## src/rtl/doomsday_pkg.sv

```systemverilog
// -----------------------------------------------------------------------------
// doomsday_pkg
// Shared definitions for the doomsday clock top level:
//   - state_e   : display/mode state encoding (also driven onto the mode LEDs)
//   - SEG_OFF   : all segments dark (segments are active-low)
//   - AN_OFF    : all digits disabled (anodes are active-low)
//   - SW_*      : bit positions of the six switches in the filtered vector
//   - target_mode() : fixed-priority resolution of the filtered switches
// -----------------------------------------------------------------------------
package doomsday_pkg;

  typedef enum logic [2:0] {
    S_CLOCK = 3'd0,
    S_UP    = 3'd1,
    S_DOWN  = 3'd2,
    S_TIMER = 3'd3,
    S_ALARM = 3'd4,
    S_BLANK = 3'd7
  } state_e;

  localparam logic [6:0] SEG_OFF = 7'h7F;
  localparam logic [3:0] AN_OFF  = 4'hF;

  localparam int SW_W    = 6;
  localparam int SW_UP   = 0;  // countup
  localparam int SW_DOWN = 1;  // countdown
  localparam int SW_TSET = 2;  // timerset
  localparam int SW_ASET = 3;  // alarmset
  localparam int SW_TCNT = 4;  // timercount
  localparam int SW_ACNT = 5;  // alarmcount

  // Highest-priority mode switch wins; with none set the clock is shown.
  function automatic state_e target_mode(input logic [SW_W-1:0] f);
    state_e t;
    if (f[SW_UP])        t = S_UP;
    else if (f[SW_DOWN]) t = S_DOWN;
    else if (f[SW_TSET]) t = S_TIMER;
    else if (f[SW_ASET]) t = S_ALARM;
    else                 t = S_CLOCK;
    return t;
  endfunction

endpackage

```

## src/rtl/vec_debounce.sv

```systemverilog
// -----------------------------------------------------------------------------
// vec_debounce
// Two-flop synchronizer followed by a single stability counter shared by all
// bits of the vector. The filtered output only moves once the synchronized
// vector has held the same value for DEBOUNCE_CYCLES consecutive cycles.
//
// Ports:
//   clk     in         system clock
//   rst_ni  in         asynchronous active-low reset
//   raw_i   in  WIDTH  raw (asynchronous) switch inputs
//   filt_o  out WIDTH  debounced vector
// -----------------------------------------------------------------------------
module vec_debounce #(
  parameter int WIDTH           = 6,
  parameter int DEBOUNCE_CYCLES = 50000,
  parameter int DB_W            = 16
) (
  input  logic             clk,
  input  logic             rst_ni,
  input  logic [WIDTH-1:0] raw_i,
  output logic [WIDTH-1:0] filt_o
);

  localparam logic [DB_W-1:0] CNT_LAST = DB_W'(DEBOUNCE_CYCLES - 1);

  logic [WIDTH-1:0] sync1_q;
  logic [WIDTH-1:0] sync2_q;
  logic [WIDTH-1:0] filt_q;
  logic [DB_W-1:0]  cnt_q;
  logic [DB_W-1:0]  cnt_d;

  // sync1_q is what sync2_q becomes next cycle, so comparing the two flags a
  // change of the synchronized vector on the very edge where it happens.
  always_comb begin
    cnt_d = cnt_q;
    if (sync1_q != sync2_q) begin
      cnt_d = '0;
    end else if (cnt_q != CNT_LAST) begin
      cnt_d = cnt_q + DB_W'(1);
    end
  end

  always_ff @(posedge clk or negedge rst_ni) begin
    if (!rst_ni) begin
      sync1_q <= '0;
      sync2_q <= '0;
      cnt_q   <= '0;
      filt_q  <= '0;
    end else begin
      sync1_q <= raw_i;
      sync2_q <= sync1_q;
      cnt_q   <= cnt_d;
      // Counter at its last value means sync2_q has been stable long enough.
      if (cnt_q == CNT_LAST) begin
        filt_q <= sync2_q;
      end
    end
  end

  assign filt_o = filt_q;

endmodule

```

## src/rtl/display_mode_ctrl.sv

```systemverilog
// -----------------------------------------------------------------------------
// display_mode_ctrl
// Mode sequencer and display arbiter. Debounced switches are resolved by
// fixed priority into a target mode; every mode change goes through a blank
// interval of BLANK_CYCLES cycles with the display dark. Sticky run enables
// are driven to the counting units and the matching 7-segment source is
// multiplexed onto the physical display (registered, one cycle behind state).
//
// Ports:
//   clk, reset                     clock, asynchronous active-low reset
//   countup..alarmcount            raw slide switches
//   seg_<src>[6:0], an_<src>[3:0]  display sources (active-low)
//   seg[6:0], AN[3:0]              registered display drive
//   upstart, downstart,
//   timerstart, alarmstart         sticky run enables
//   timer_mode, alarm_mode         set-mode enables
//   mode[2:0]                      current state encoding
// -----------------------------------------------------------------------------
module display_mode_ctrl
  import doomsday_pkg::*;
#(
  parameter int DEBOUNCE_CYCLES = 50000,
  parameter int DB_W            = 16,
  parameter int BLANK_CYCLES    = 4
) (
  input  logic       clk,
  input  logic       reset,
  input  logic       countup,
  input  logic       countdown,
  input  logic       timerset,
  input  logic       alarmset,
  input  logic       timercount,
  input  logic       alarmcount,
  input  logic [6:0] seg_clk,
  input  logic [6:0] seg_up,
  input  logic [6:0] seg_down,
  input  logic [6:0] seg_timer,
  input  logic [6:0] seg_alarm,
  input  logic [3:0] an_clk,
  input  logic [3:0] an_up,
  input  logic [3:0] an_down,
  input  logic [3:0] an_timer,
  input  logic [3:0] an_alarm,
  output logic [6:0] seg,
  output logic [3:0] AN,
  output logic       upstart,
  output logic       downstart,
  output logic       timerstart,
  output logic       alarmstart,
  output logic       timer_mode,
  output logic       alarm_mode,
  output logic [2:0] mode
);

  localparam int            BW         = (BLANK_CYCLES > 1) ? $clog2(BLANK_CYCLES) : 1;
  localparam logic [BW-1:0] BLANK_INIT = BW'(BLANK_CYCLES - 1);

  logic [SW_W-1:0] f_vec;
  state_e          target;

  state_e          state_q;
  logic [BW-1:0]   blank_q;
  logic            upstart_q;
  logic            downstart_q;
  logic            timerstart_q;
  logic            alarmstart_q;
  logic            timer_mode_q;
  logic            alarm_mode_q;
  logic [6:0]      seg_q;
  logic [3:0]      an_q;

  vec_debounce #(
    .WIDTH           (SW_W),
    .DEBOUNCE_CYCLES (DEBOUNCE_CYCLES),
    .DB_W            (DB_W)
  ) u_debounce (
    .clk    (clk),
    .rst_ni (reset),
    .raw_i  ({alarmcount, timercount, alarmset, timerset, countdown, countup}),
    .filt_o (f_vec)
  );

  always_comb begin
    target = target_mode(f_vec);
  end

  // Mode FSM with its flag registers. Display states are only ever entered
  // from S_BLANK, so "entry" is the S_BLANK exit edge. The target is sampled
  // on that edge, which absorbs any switch activity during the blank.
  always_ff @(posedge clk or negedge reset) begin
    if (!reset) begin
      state_q      <= S_CLOCK;
      blank_q      <= '0;
      upstart_q    <= 1'b0;
      downstart_q  <= 1'b0;
      timerstart_q <= 1'b0;
      alarmstart_q <= 1'b0;
      timer_mode_q <= 1'b0;
      alarm_mode_q <= 1'b0;
    end else begin
      case (state_q)
        S_BLANK: begin
          if (blank_q == '0) begin
            state_q      <= target;
            timer_mode_q <= (target == S_TIMER);
            alarm_mode_q <= (target == S_ALARM);
            if (target == S_CLOCK) begin
              upstart_q    <= 1'b0;
              downstart_q  <= 1'b0;
              timerstart_q <= 1'b0;
              alarmstart_q <= 1'b0;
            end
            if (target == S_UP)                       upstart_q    <= 1'b1;
            if (target == S_DOWN)                     downstart_q  <= 1'b1;
            if (target == S_TIMER && f_vec[SW_TCNT])  timerstart_q <= 1'b1;
            if (target == S_ALARM && f_vec[SW_ACNT])  alarmstart_q <= 1'b1;
          end else begin
            blank_q <= blank_q - BW'(1);
          end
        end
        // Display states (and any unreachable code, which falls into blank).
        default: begin
          if (target != state_q) begin
            state_q      <= S_BLANK;
            blank_q      <= BLANK_INIT;
            timer_mode_q <= 1'b0;
            alarm_mode_q <= 1'b0;
          end else begin
            if (state_q == S_TIMER && f_vec[SW_TCNT]) timerstart_q <= 1'b1;
            if (state_q == S_ALARM && f_vec[SW_ACNT]) alarmstart_q <= 1'b1;
          end
        end
      endcase
    end
  end

  // Display mux registered from the current state: the visible output trails
  // the state by one cycle.
  always_ff @(posedge clk or negedge reset) begin
    if (!reset) begin
      seg_q <= SEG_OFF;
      an_q  <= AN_OFF;
    end else begin
      case (state_q)
        S_CLOCK: begin seg_q <= seg_clk;   an_q <= an_clk;   end
        S_UP:    begin seg_q <= seg_up;    an_q <= an_up;    end
        S_DOWN:  begin seg_q <= seg_down;  an_q <= an_down;  end
        S_TIMER: begin seg_q <= seg_timer; an_q <= an_timer; end
        S_ALARM: begin seg_q <= seg_alarm; an_q <= an_alarm; end
        default: begin seg_q <= SEG_OFF;   an_q <= AN_OFF;   end
      endcase
    end
  end

  assign seg        = seg_q;
  assign AN         = an_q;
  assign upstart    = upstart_q;
  assign downstart  = downstart_q;
  assign timerstart = timerstart_q;
  assign alarmstart = alarmstart_q;
  assign timer_mode = timer_mode_q;
  assign alarm_mode = alarm_mode_q;
  assign mode       = state_q;

endmodule

```

## config.mk

```make
export PLATFORM = sky130hd
export DESIGN_NAME = display_mode_ctrl
export DESIGN_NICKNAME = d
export VERILOG_FILES = /design/src/rtl/doomsday_pkg.sv /design/src/rtl/vec_debounce.sv /design/src/rtl/display_mode_ctrl.sv
export SDC_FILE = /design/constraint.sdc
export NUM_CORES = 1
export LEC_CHECK = 0
export CORE_ASPECT_RATIO = 1.1
export CORE_MARGIN = 5
export CORE_UTILIZATION = 52
export DETAILED_ROUTE_END_ITERATION = 8
export PLACE_DENSITY = 0.87
export SLEW_MARGIN = 15
export SYNTH_ARGS = -nofsm -noshare
export SYNTH_HDL_FRONTEND = slang
export SYNTH_SLANG_ARGS = --single-unit
```

## constraint.sdc

```tcl
create_clock -name clk -period 4.86 [get_ports clk]
set_input_delay 0.972 -clock clk [delete_from_list [all_inputs] [get_ports clk]]
set_output_delay 0.972 -clock clk [all_outputs]
set_load 0.01 [all_outputs]
```

==> impl_metrics.env <==
export IMPL_cp_slowest_cell="dfrtp_1"
export IMPL_synth_cell_type_count=51
export IMPL_drive_gt1_share_pct=12.2
export IMPL_grt_pass1_wl_um=11900
export IMPL_critPathCaptureType="output port"
export IMPL_synth_simple_gate_area_share_pct=18.6
export IMPL_cp_start_kind="flip-flop"
export IMPL_synth_compound_area_share_pct=13.7
export IMPL_grt_ovfl_total=0
export IMPL_io_buffers=82
export IMPL_totalWireLength_um=7610
export IMPL_slew_viol_final=0
export IMPL_synth_seq_area_share_pct=48.1
export IMPL_postRouteAntennaNets=0
export IMPL_cts_hold_buf=0
export IMPL_p_seq_share_pct=57.4
export IMPL_max_freq_mhz=355
export IMPL_fin_nets=424
export IMPL_outcome="finished, final reports clean"
export IMPL_p_total_uw=845
export IMPL_final_common_cell="clkdlybuf4s50_1"
export IMPL_core_area_mm2=0.00543
export IMPL_regArea_mm2=0.00142
export IMPL_via_count=2477
export IMPL_multi_input_area_mm2=0.00143
export IMPL_fin_crit_sh_pct=57.9
export IMPL_p_leak_nw=1.56
export IMPL_cts_root_buf="clkbuf_8"
export IMPL_grt_start_max_net_pins=57
export IMPL_grt_antenna_before_repair=0
export IMPL_cp_depth=1
export IMPL_synth_top_family_by_area="simple AND/OR/NAND/NOR gates"
export IMPL_clock_tree_buffer_depth=2
export IMPL_combPwrFrac_pct=11.1
export IMPL_crit_path_max_fanout=22
export IMPL_hold_path_class="flip-flop to flip-flop"
export IMPL_dr_pass1_iters=4
export IMPL_ys_seq_elements=56
export IMPL_ys_flop_type="dfrtp_1"
export IMPL_htree_levels=2
export IMPL_clk_latency_ns=0.32
export IMPL_power_density_mw_per_mm2=216
export IMPL_start_util_pct=54.1
export IMPL_fp_dieH_um=88.9
export IMPL_avgSynthCellArea_um2=10.4
export IMPL_crit_required_ns=3.89
export IMPL_final_cell_mix="clkdlybuf4s50_1 (81), dfrtp_1 (45), nor2_1 (29)"
export IMPL_synthCells=282
export IMPL_critPathBufInv=1
export IMPL_crit_chain="clkdlybuf4s50_1"
export IMPL_dp_hpwl_um=5490
export IMPL_slew_headroom_pct=49.4
export IMPL_grt_pass1_vias=2363
export IMPL_syn_num_nets=347
export IMPL_p_sw_uw=196
export IMPL_viasPerCell=5.69
export IMPL_synth_area_leader_cell="dfrtp_1"
export IMPL_peakVddDrop_uv=208
export IMPL_cts_setup_buffers=0
export IMPL_wire_per_inst_um=17.5
export IMPL_fp_row_count=28
export IMPL_muxShareOfSynthArea_pct=10.3
export IMPL_path_class="flip-flop to output port"
export IMPL_worst_pin_slew_ns=0.752
export IMPL_syn2layout_area_growth_pct=32.8
export IMPL_r2r_worst_path_cells=4
export IMPL_synth_xor_area_share_pct=5.07
export IMPL_fin_worst_skew_ns=0.0115
export IMPL_yosysTopAreaCellShare_pct=38.3
export IMPL_synth_edf_count=0
export IMPL_drt_iter0_drc=234
export IMPL_min_path_cells=0
export IMPL_maxCapViolations=0
export IMPL_cts_tree="yes"
export IMPL_netlist_area_mm2=0.00294
export IMPL_cts_sinks=56
export IMPL_yosys_warnings=0
export IMPL_fp_dieArea_mm2=0.00726
export IMPL_numCtsBuffers=5
export IMPL_sw_frac_of_total_pct=23.2
export IMPL_drc_errors=0
export IMPL_yosys_top_cells_area="dfrtp_1 (38%), dfstp_2 (9.8%), nor2_1 (3.7%)"
export IMPL_cts_resized=0
export IMPL_rsz0062_at_grt="no"
export IMPL_grt_use_total_pct=21.4
export IMPL_clkPwrFrac_pct=31.5
export IMPL_ios=83
export IMPL_synthAdderAreaFrac_pct=0.851
export IMPL_place_gp_congestion=0.933
export IMPL_diodes=0
export IMPL_final_setup_viol_count=0
export IMPL_p_int_uw=649
export IMPL_clkTransAtPathRegs_ns=0.11
export IMPL_fin_setup_tns_ns=0
export IMPL_cp_top_family="flip-flops"
export IMPL_async_reset_ff_share_pct=100
export IMPL_fill_cells=390
export IMPL_hold_viol_final=0
export IMPL_dieWidth_um=81.7
export IMPL_crit_path_max_incr_delay_ns=0.85
export IMPL_fin_crit_ns=2.81
export IMPL_cp_arrival_ns=1.84
## metrics by stage
stage | hold slack, ns | setup slack [ns] | util (%) | instances | instance area, µm²
2_1_floorplan | 0.372 | 2.87 | - | 282 | 2940
4_1_cts | 0.410 | 2.04 | 71.9 | 435 | 3900
6_report | 0.405 | 2.05 | 71.9 | 435 | 3900
5_1_grt | 0.419 | 1.99 | 71.9 | 435 | 3900
3_5_place_dp | 0.385 | 2.40 | 70.1 | 427 | 3810
3_3_place_gp | 0.377 | 2.42 | 70.1 | 427 | 3810
## Yosys cell counts (all sizes together) (4+ instances only)
library cell	count
o21ai	11
o22a	8
nand2b	4
mux2i	8
dfstp	11
nor3	6
dfrtp	45
or3	8
o211ai	4
nand4	10
a21oi	14
nor4	6
clkbuf	10
inv	9
nand2	16
mux2	14
xor2	9
nor2	29
buf	5
xnor2	8
## cells by family after synthesis
group | Yosys count
adder cells (fa/ha/maj) | 2
flip-flops | 56
XOR/XNOR | 17
buffers and inverters | 24
multiplexers | 24
AND/OR/NAND/NOR | 100
AO/OA/AOI/OAI | 59
## power groups by stage
stage | clock [mW] | sequential [mW] | combinational (mW)
after floorplan | 0 | 0.495 | 0.0193
after global placement | 0 | 0.492 | 0.0927
after detailed placement | 0 | 0.493 | 0.0948
after CTS | 0.275 | 0.485 | 0.0954
after global routing | 0.291 | 0.486 | 0.101
final | 0.266 | 0.485 | 0.0939
## registers in the layout (all words and copies together), names as in the netlist
signal / flops
u_debounce.cnt_q: 16
seg: 7
u_debounce.filt_o: 6
u_debounce.sync1_q: 6
u_debounce.sync2_q: 6
AN: 4
mode: 3
blank_q: 2
alarm_mode: 1
alarmstart: 1
downstart: 1
timer_mode: 1
timerstart: 1
upstart: 1
## final cells by class
cell class,instances,share of cell area (%)
Clock buffer,5,1.76
Clock inverter,3,0.673
Inverter,9,0.866
Multi-Input combinational cell,202,36.6
Sequential cell,56,36.3
Tap cell,75,2.40
Timing Repair Buffer,85,21.5
## worst register-to-register path, stage by stage, from the launching register on
cell     delay, ns
dfrtp_1       0.43
or4bb_1       0.55
nor4_1        0.68
o21ai_0       0.21
a21oi_1       0.17
## metal layers
metal	wire, µm	up-vias	global-route usage [%]
li1	-	1184	-
met1	3040	1172	25.6
met2	3680	111	38.1
met3	805	10	6.01
met4	76	0	4.98
met5	0	-	0
## worst paths after layout
path / to / slack, ns / start
hold / removal: u_debounce.sync2_q[1]$_DFF_PN0_ / 0.41 / u_debounce.sync1_q[1]$_DFF_PN0_
min in group asynchronous: mode[1]$_DFFE_PN0P_ / 0.77 / reset
setup reg to reg: u_debounce.cnt_q[2]$_DFFE_PN0P_ / 2.74 / u_debounce.cnt_q[12]$_DFFE_PN0P_
setup / recovery: mode[2] / 2.05 / mode[2]$_DFFE_PN0P_
max in group asynchronous: u_debounce.cnt_q[14]$_DFFE_PN0P_ / 3.62 / reset
hold reg to reg: u_debounce.sync2_q[1]$_DFF_PN0_ / 0.41 / u_debounce.sync1_q[1]$_DFF_PN0_
Power figures use the tool's default switching activity.
